--- src/rtl/multi_edge_detector_if.sv ---
// multi_edge_detector_if: channel bus between raw pin taps and the multi-channel edge detector
interface multi_edge_detector_if #(
    parameter int NUM_CH = 4
);
    logic [NUM_CH-1:0]   sig_in;
    logic [2*NUM_CH-1:0] mode;
    logic [NUM_CH-1:0]   sticky_clr;
    logic [NUM_CH-1:0]   level;
    logic [NUM_CH-1:0]   rise;
    logic [NUM_CH-1:0]   fall;
    logic [NUM_CH-1:0]   edge_sig;
    logic [NUM_CH-1:0]   sticky;

    modport master (
        output sig_in, mode, sticky_clr,
        input  level, rise, fall, edge_sig, sticky
    );

    modport slave (
        input  sig_in, mode, sticky_clr,
        output level, rise, fall, edge_sig, sticky
    );
endinterface

--- src/rtl/multi_edge_detector.sv ---
// multi_edge_detector: per-channel sync + debounce with rise/fall/selected-edge pulses; MULTI_EDGE_DET_STICKY_EN adds latched edge flags
module multi_edge_detector #(
    parameter int NUM_CH      = 4,
    parameter int SYNC_STAGES = 2,
    parameter int FILTER_LEN  = 4,
    parameter bit RESET_LEVEL = 1'b0
) (
    input logic sys_clk,
    input logic rst_n,
    multi_edge_detector_if.slave bus
);
    localparam int CNT_W = $clog2(FILTER_LEN + 1);
    localparam logic [CNT_W-1:0] CNT_LAST = CNT_W'(FILTER_LEN - 1);

    logic [SYNC_STAGES-1:0] sync [NUM_CH];
    logic [CNT_W-1:0]       cnt  [NUM_CH];
    logic [NUM_CH-1:0]      s_q, flip, rise_sel, fall_sel;
    logic [NUM_CH-1:0]      level_q, rise_q, fall_q, edge_q;

    // decode synchroniser outputs, flip condition and per-channel edge selects
    always_comb begin
        s_q      = '0;
        flip     = '0;
        rise_sel = '0;
        fall_sel = '0;
        for (int c = 0; c < NUM_CH; c++) begin
            s_q[c]      = sync[c][SYNC_STAGES-1];
            flip[c]     = (sync[c][SYNC_STAGES-1] != level_q[c]) && (cnt[c] == CNT_LAST);
            rise_sel[c] = bus.mode[2*c];
            fall_sel[c] = bus.mode[2*c+1];
        end
    end

    // synchroniser shift chains, one per channel
    always_ff @(posedge sys_clk or negedge rst_n) begin
        if (!rst_n) begin
            for (int c = 0; c < NUM_CH; c++) sync[c] <= {SYNC_STAGES{RESET_LEVEL}};
        end else begin
            for (int c = 0; c < NUM_CH; c++) sync[c] <= {sync[c][SYNC_STAGES-2:0], bus.sig_in[c]};
        end
    end

    // stability counters; any agreement with the current level discards the pending count
    always_ff @(posedge sys_clk or negedge rst_n) begin
        if (!rst_n) begin
            for (int c = 0; c < NUM_CH; c++) cnt[c] <= '0;
            level_q <= {NUM_CH{RESET_LEVEL}};
        end else begin
            for (int c = 0; c < NUM_CH; c++) cnt[c] <= (s_q[c] == level_q[c] || flip[c]) ? '0 : cnt[c] + 1'b1;
            level_q <= level_q ^ flip;
        end
    end

    // one-cycle pulses registered on the flipping edge, mode sampled on that same edge
    always_ff @(posedge sys_clk or negedge rst_n) begin
        if (!rst_n) begin
            rise_q <= '0;
            fall_q <= '0;
            edge_q <= '0;
        end else begin
            rise_q <= flip & s_q;
            fall_q <= flip & ~s_q;
            edge_q <= flip & ((s_q & rise_sel) | (~s_q & fall_sel));
        end
    end

    assign bus.level    = level_q;
    assign bus.rise     = rise_q;
    assign bus.fall     = fall_q;
    assign bus.edge_sig = edge_q;

`ifdef MULTI_EDGE_DET_STICKY_EN
    logic [NUM_CH-1:0] sticky_q;

    // latch each reported edge until cleared; a new edge beats a coincident clear
    always_ff @(posedge sys_clk or negedge rst_n) begin
        if (!rst_n) sticky_q <= '0;
        else        sticky_q <= edge_q | (sticky_q & ~bus.sticky_clr);
    end

    assign bus.sticky = sticky_q;
`else
    logic unused_clr;

    assign unused_clr = ^bus.sticky_clr;
    assign bus.sticky = '0;
`endif
endmodule

--- src/flat_wrapper.sv ---
// flat-port wrapper written by rule: the top's interface ports become plain ports
module multi_edge_detector_flat 
#(
    parameter int NUM_CH      = 4,
    parameter int SYNC_STAGES = 2,
    parameter int FILTER_LEN  = 4,
    parameter bit RESET_LEVEL = 1'b0
)
  (sys_clk, rst_n, bus_sig_in, bus_mode, bus_sticky_clr, bus_level, bus_rise, bus_fall, bus_edge_sig, bus_sticky);
  multi_edge_detector_if #(.NUM_CH(NUM_CH)) bus_i ();
  input logic sys_clk;
  input logic rst_n;
  input wire logic [$bits(bus_i.sig_in)-1:0] bus_sig_in;
  input wire logic [$bits(bus_i.mode)-1:0] bus_mode;
  input wire logic [$bits(bus_i.sticky_clr)-1:0] bus_sticky_clr;
  output wire logic [$bits(bus_i.level)-1:0] bus_level;
  output wire logic [$bits(bus_i.rise)-1:0] bus_rise;
  output wire logic [$bits(bus_i.fall)-1:0] bus_fall;
  output wire logic [$bits(bus_i.edge_sig)-1:0] bus_edge_sig;
  output wire logic [$bits(bus_i.sticky)-1:0] bus_sticky;
  assign bus_i.sig_in = bus_sig_in;
  assign bus_i.mode = bus_mode;
  assign bus_i.sticky_clr = bus_sticky_clr;
  assign bus_level = bus_i.level;
  assign bus_rise = bus_i.rise;
  assign bus_fall = bus_i.fall;
  assign bus_edge_sig = bus_i.edge_sig;
  assign bus_sticky = bus_i.sticky;
  multi_edge_detector #(.NUM_CH(NUM_CH), .SYNC_STAGES(SYNC_STAGES), .FILTER_LEN(FILTER_LEN), .RESET_LEVEL(RESET_LEVEL)) u_core (.sys_clk(sys_clk), .rst_n(rst_n), .bus(bus_i));
endmodule
--- config.mk ---
export PLATFORM = sky130hd
export DESIGN_NAME = multi_edge_detector_flat
export DESIGN_NICKNAME = d
export VERILOG_FILES = /design/src/rtl/multi_edge_detector_if.sv /design/src/rtl/multi_edge_detector.sv /design/src/flat_wrapper.sv
export SDC_FILE = /design/constraint.sdc
export NUM_CORES = 1
export LEC_CHECK = 0
export BUFFER_PORTS_ARGS = -buffer_cell sky130_fd_sc_hd__buf_2
export CORE_MARGIN = 3
export CORE_UTILIZATION = 40
export CTS_BUF_LIST = sky130_fd_sc_hd__clkbuf_2 sky130_fd_sc_hd__clkbuf_4 sky130_fd_sc_hd__clkbuf_8
export DETAILED_ROUTE_END_ITERATION = 6
export GPL_TIMING_DRIVEN = 0
export PLACE_DENSITY = 0.7
export SYNTH_ARGS = -nofsm -noshare
export SYNTH_HDL_FRONTEND = slang
export SYNTH_SLANG_ARGS = --single-unit
--- constraint.sdc ---
create_clock -name sys_clk -period 1.2 [get_ports sys_clk]
set_input_delay 0.06 -clock sys_clk [delete_from_list [all_inputs] [get_ports sys_clk]]
set_output_delay 0.06 -clock sys_clk [all_outputs]
set_load 0.005 [all_outputs]
==> run metrics, run 1 <==
outcome finished, violations left; failing checks setup timing; GRT Resource Usage Total a little over an eighth; register bit total from synthesis 36; post-place instance area 1620 um2; Crit-path slowest cell dfrtp_1; total core area between 3000 and 4000 um2; Fin. Hold Viols 0; slew margin rel. approximately 50%; share of the synthesized area in the top cell type between 60% and 70%; Hold Path Depth 3; initial core utilization between 40% and 50%; grt ovf 0; Startpoint Class flop; vias per inst between 4 and 5; Max Root-Sink Buffers 2; Worst Path Arrival 1.46 ns; GRT busiest layer met2; io pins 38; Synth top cells by count dfrtp_1 (36), ha_1 (8), inv_1 (8), nor3_1 (8); Final period util 103%; CTS root buf clkbuf_4; H-tree depth 2; Post-Synthesis Cells between 90 and 100; starting DRC count in detailed routing 5; global routing usage on met3 5.80%; Die Wd between 60 and 70 um; Synth Warn # 0; initial antenna violation count 0; post-synth top area cell dfrtp_1; number of synthesized flops with an enable pin 0; placer congestion estimate 0.636; n_diodes 0; R2R setup slack -0.03 ns; Global Route met1 Usage a little over an eighth; Pre-Repair DR Iteration Count 4; Pleak just under 1 nW; Crit Path Max Fanout 3; f_max 812 MHz; largest net degree at the start of global routing 37; FILL cells ~260; post-synthesis sequential area ratio about 67%; Post-synth top flop dfrtp_1; drt wl/cell approximately 12 um; count leader, synth dfrtp_1; Power Density about 1800 nW/um2; via count about 900; # rows 20; Total Wirelength 2.41 mm; setup TNS -0.0788 ns; Worst Hold Class in -> reg; number of global-route vias before repair around 960; Worst VDD drop around 0.00093 V; die area between 4000 and 5000 um2; number of max-cap violations 0; share of layout cells above drive strength 1 45.5%; Post-DP HPWL between 1.5 and 2 mm; syn avg cell area between 10 and 15 um2; synth unique cells 14; Clk pin slew, worst setup/hold paths around 0.10 ns; latest clock arrival within the worst-skew pair approximately 0.33 ns; P&R area growth vs syn 41.5%; GR Util met2 around a quarter; Reg2Reg Capture Point u_core.bus.edge_sig[0]; CTS tree built; nets@finish between 150 and 200; Post-synth ARST share between 90% and 100%; CTS buffer count 5; Final Instance Area roughly 1900 um2; fin crit period around 1.2 ns; setup ws final -0.0317 ns; # setup viols final 4; Syn Std Cell Area ~1400 um2; worst r2r src u_core.cnt[9]; hold endpoint u_core.bus.edge_sig[3]; crit path cell chain ha_2 > ha_4 > and4b_1 > a41o_1; Critical Path RT roughly 1.4 ns; RSZ-0062 raised after global routing yes; Final Max Tran Viols 0; clock sink count 36; first-pass GRT wire length between 4 and 5 mm; critical path class reg -> reg; min-delay src bus_mode[7]; Setup WS pre-CTS -0.0725 ns; power after layout approximately 0.0034 W; Final Skew 0.00744 ns; worst reg-to-reg path cell count 4; port buffer count 29; drt drc 0; ANT nets after route 0; Tightest Pin Transition between 0.7 and 0.8 ns; top post-synthesis cells by area dfrtp_1 (67%), ha_1 (7.4%), nor3b_2 (3.7%); Setup crit end kind flop; Crit path largest cell delay approximately 0.4 ns; Die Ht about 64 um
cells in the final DEF (no fill, tap or decap), drive strengths merged, types with 7 or more instances in the layout:
cell / count
dfrtp: 36
nor3: 8
inv: 8
nor3b: 8
buf: 44
dlygate4sd3: 9
clkbuf: 7
ha: 8
routing by layer:
| layer | part of all wire [%] | up-vias |
|---|---|---|
| met4 | 1.3 | 0 |
| met3 | 7.3 | 4 |
| met5 | 0 | - |
| li1 | - | 441 |
| met2 | 54 | 32 |
| met1 | 37 | 439 |
worst max-delay path by stage:
stage	start	endpoint	slack (ns)	depth (start not counted)
3_5_place_dp	u_core.cnt[9]	u_core.bus.edge_sig[0]	-0.07	4
2_1_floorplan	u_core.cnt[6]	u_core.bus.edge_sig[1]	-0.004	4
3_3_place_gp	u_core.cnt[6]	u_core.bus.edge_sig[1]	-0.03	4
4_1_cts	u_core.cnt[3]	u_core.bus.edge_sig[2]	-0.05	4
6_report	u_core.cnt[9]	u_core.bus.edge_sig[0]	-0.03	4
5_1_grt	u_core.cnt[0]	u_core.bus.edge_sig[3]	-0.08	4
cell families after synthesis:
family | share of synthesized area [%]
other cells | 0.278
fa+ha+maj | 7.41
simple gates | 14.1
buf+inv | 4.45
compound gates | 4.45
flops | 66.7
xor+xnor | 2.59
report_power, final:
group | total, W | internal, W | switching (W) | leakage (nW)
clock network | 0.000686 | 0.000332 | 0.000354 | 0.0374
logic | 0.00107 | 0.000581 | 0.000493 | 0.477
registers | 0.00162 | 0.00145 | 0.000170 | 0.469
critical path, delay by kind of cell, from the launching register on:
kind                       cells  cell delay, ns
AOI/OAI and AO/OA              1            0.20
adders and majority gates      2            0.36
DFF                            1            0.39
and+or+nand+nor                1            0.17
final cells by class:
class / count / area, um2 / share of cell area (%)
multi-input combinational: 52 / 512 / 26.8
clock buffer: 7 / 65.1 / 3.41
sequential: 36 / 901 / 47.2
inverter: 8 / 30.0 / 1.57
buffer: 4 / 30.0 / 1.57
timing repair buffer: 49 / 318 / 16.6
tap: 44 / 55.1 / 2.88
timing repair:
action / CTS / global route
setup buffers: 9 / 2
hold buffers: 7 / 2
gates resized for setup: 0 / 13
setup endpoints to repair: 4 / 17
pin swaps: 7 / 6
hold endpoints to repair: 42 / 2
metrics by stage:
stage	hold WS, ns	std cells	util (%)
after detailed placement	0.170	173	51.8
after global placement	0.163	173	51.8
after floorplan	-0.236	100	-
after CTS	0.00340	196	58.3
after global routing	0.101	200	61.1
final	0.0976	200	61.1
(Power assumes the default switching activity.)
==> run 2, diff against run 1 <==
Settings changed: PLACE_DENSITY 0.7 to 0.78.
==> run 2 against run 1 <==
Against the previous run: largest cell class unchanged; the run still ends with setup timing left; critical endpoint is now u_core.bus.edge_sig[3]; cell count up 0.50%; die area is the same; sequential share of layout area down 0.40 points; final area increased by 0.85%; critical path depth is the same; via count rose by 1.5%; combinational power barely moved; worst setup slack worse by 0.021 ns; clock skew is 0.0024 ns lower; register-to-register slack worse by 0.02 ns.
==> run metrics, run 2 (synthesis gave the netlist of run 1 again) <==
die area 4110 um2; Final Skew roughly 0.0050 ns; GR Util met2 24.1%; first-pass GRT wire length 3.96 mm; Die Ht roughly 64 um; Critical Path RT approximately 1.4 ns; CTS buffer count 5; Power Internal around 0.0025 W; drt wl/cell 11.8 um; Sw Pwr between 0.001 and 0.0015 W; slew margin rel. approximately 50%; placer congestion estimate 0.737; Startpoint Class flop; Crit Path Max Fanout 5; sequential power share 46.0%; part of the power in the clock network a little under a quarter; Final period util 104%; # rows 20; outcome finished, violations left; Total Wirelength 2.38 mm; io pins 38; Worst VDD drop around 0.00072 V; f_max ~800 MHz; Clk pin slew, worst setup/hold paths ~0.10 ns; RSZ-0062 raised after global routing yes; critical path class reg -> reg; # setup viols final 4; vias per inst around 4.6; drt drc 0; Crit path largest cell delay roughly 0.44 ns; P&R area growth vs syn 42.7%; Fin. Hold Viols 0; CP top delay family flip-flops; commonest cells after routing, fill and taps aside dfrtp_1 (36), buf_2 (29), buf_4 (15), dlygate4sd3_1 (9), inv_1 (8); global routing usage on met3 between 5 and 6%; total core area about 3100 um2; switching share of power slightly below 30%; share of layout cells above drive strength 1 approximately 46%; failing checks setup timing; H-tree depth 2; clock sink count 36; Final Max Tran Viols 0; port buffer count 29; combinational power share between 30% and 40%; GRT Resource Usage Total 12.8%; nets@finish between 150 and 200; Crit-path slowest cell dfrtp_1; CTS root buf clkbuf_4; number of global-route vias before repair ~940; Global Route met1 Usage between 10% and 20%; GRT busiest layer met2; Worst Hold Class in -> reg; Pre-Repair DR Iteration Count 4; via count just over 900; Post-DP HPWL about 1.5 mm; most used cell, CP ha_4; initial antenna violation count 0; largest net degree at the start of global routing 37; Tightest Pin Transition roughly 0.75 ns; starting DRC count in detailed routing 33; grt ovf 0; number of max-cap violations 0; crit path cell chain ha_4 > ha_4 > and4b_1 > a41o_1; Setup WS pre-CTS -0.0738 ns; n_diodes 0; power after layout 0.00353 W; fin crit period 1.25 ns; initial core utilization 43.2%; latest clock arrival within the worst-skew pair 0.33 ns; Worst Path Arrival 1.49 ns; WP buf/inv 0; final worst hold slack 0.0936 ns; Setup crit end kind flop; most common cell after layout, fill and taps aside dfrtp_1; Die Wd 64.1 um; Max Root-Sink Buffers 2; setup ws final -0.0530 ns; Power Density roughly 1800 nW/um2; CTS tree built; ANT nets after route 0; Pleak around 1 nW
-- run 2: cell types whose count changed in the layout (fill, tap and decap cells not counted), sizes merged --
| cell | delta |
|---|---|
| clkbuf | -1 |
| bufinv | +1 |
| clkinv | +1 |
-- run 2: per-stage QoR --
step	instances	TNS [ns]	instance area [um2]	utilization, %
finish	201	-0.116	1930	61.6
detailed placement	173	-0.222	1620	51.8
CTS	198	-0.129	1850	59.2
global placement	173	-0.0810	1620	51.8
floorplan	100	-0.00427	1420	-
global route	201	-0.433	1930	61.6
-- run 2: worst register-to-register path, cell delays in order (launching register included) --
cell and delay, ns:
dfrtp_1 0.44, ha_4 0.19, ha_4 0.17, and4b_1 0.17, a41o_1 0.19
-- run 2: cell type report --
type	instances	area, um2
buffer	4	30.0
clock buffer	6	45.0
clock inverter	2	35.0
fill	241	1200
inverter	8	30.0
multi-input combinational	52	513
sequential	36	901
tap	44	55.1
timing repair buffer	49	318
-- run 2: per-layer routing --
metal | vias to the layer above | share of wire [%] | routed length (um)
li1 | 444 | - | -
met1 | 457 | 35 | 828
met2 | 25 | 57 | 1350
met3 | 4 | 6.3 | 151
met4 | 0 | 2.1 | 50
met5 | - | 0 | 0
-- run 2: repair_timing --
action                                  in CTS  in global routing
hold buffers                                 9                  0
endpoints found under the hold margin       44                  0
pin swaps                                    7                  7
endpoints found under the setup margin       4                 16
setup buffers                                8                  3
resized for setup                            0                 12
-- run 2: power groups by stage --
stage / Combinational (W) / Clock, W / Sequential (W)
finish: 0.00107 / 0.000841 / 0.00163
global route: 0.00121 / 0.000924 / 0.00166
CTS: 0.000904 / 0.000868 / 0.00161
detailed placement: 0.000782 / 0 / 0.00164
global placement: 0.000730 / 0 / 0.00162
floorplan: 0.000542 / 0 / 0.00161
-- run 2: worst paths after layout --
path                            slack [ns]      startpoint  depth (start not counted)                endpoint
worst max-delay path                 -0.05   u_core.cnt[0]                          4  u_core.bus.edge_sig[3]
worst min-delay path                  0.09     bus_mode[7]                          3  u_core.bus.edge_sig[3]
worst max register to register       -0.05   u_core.cnt[0]                          4  u_core.bus.edge_sig[3]
worst min register to register        0.35  u_core.sync[2]                          0           u_core.s_q[2]
max in group asynchronous             0.41           rst_n                          2           u_core.s_q[1]
min in group asynchronous             0.31           rst_n                          2  u_core.bus.edge_sig[2]
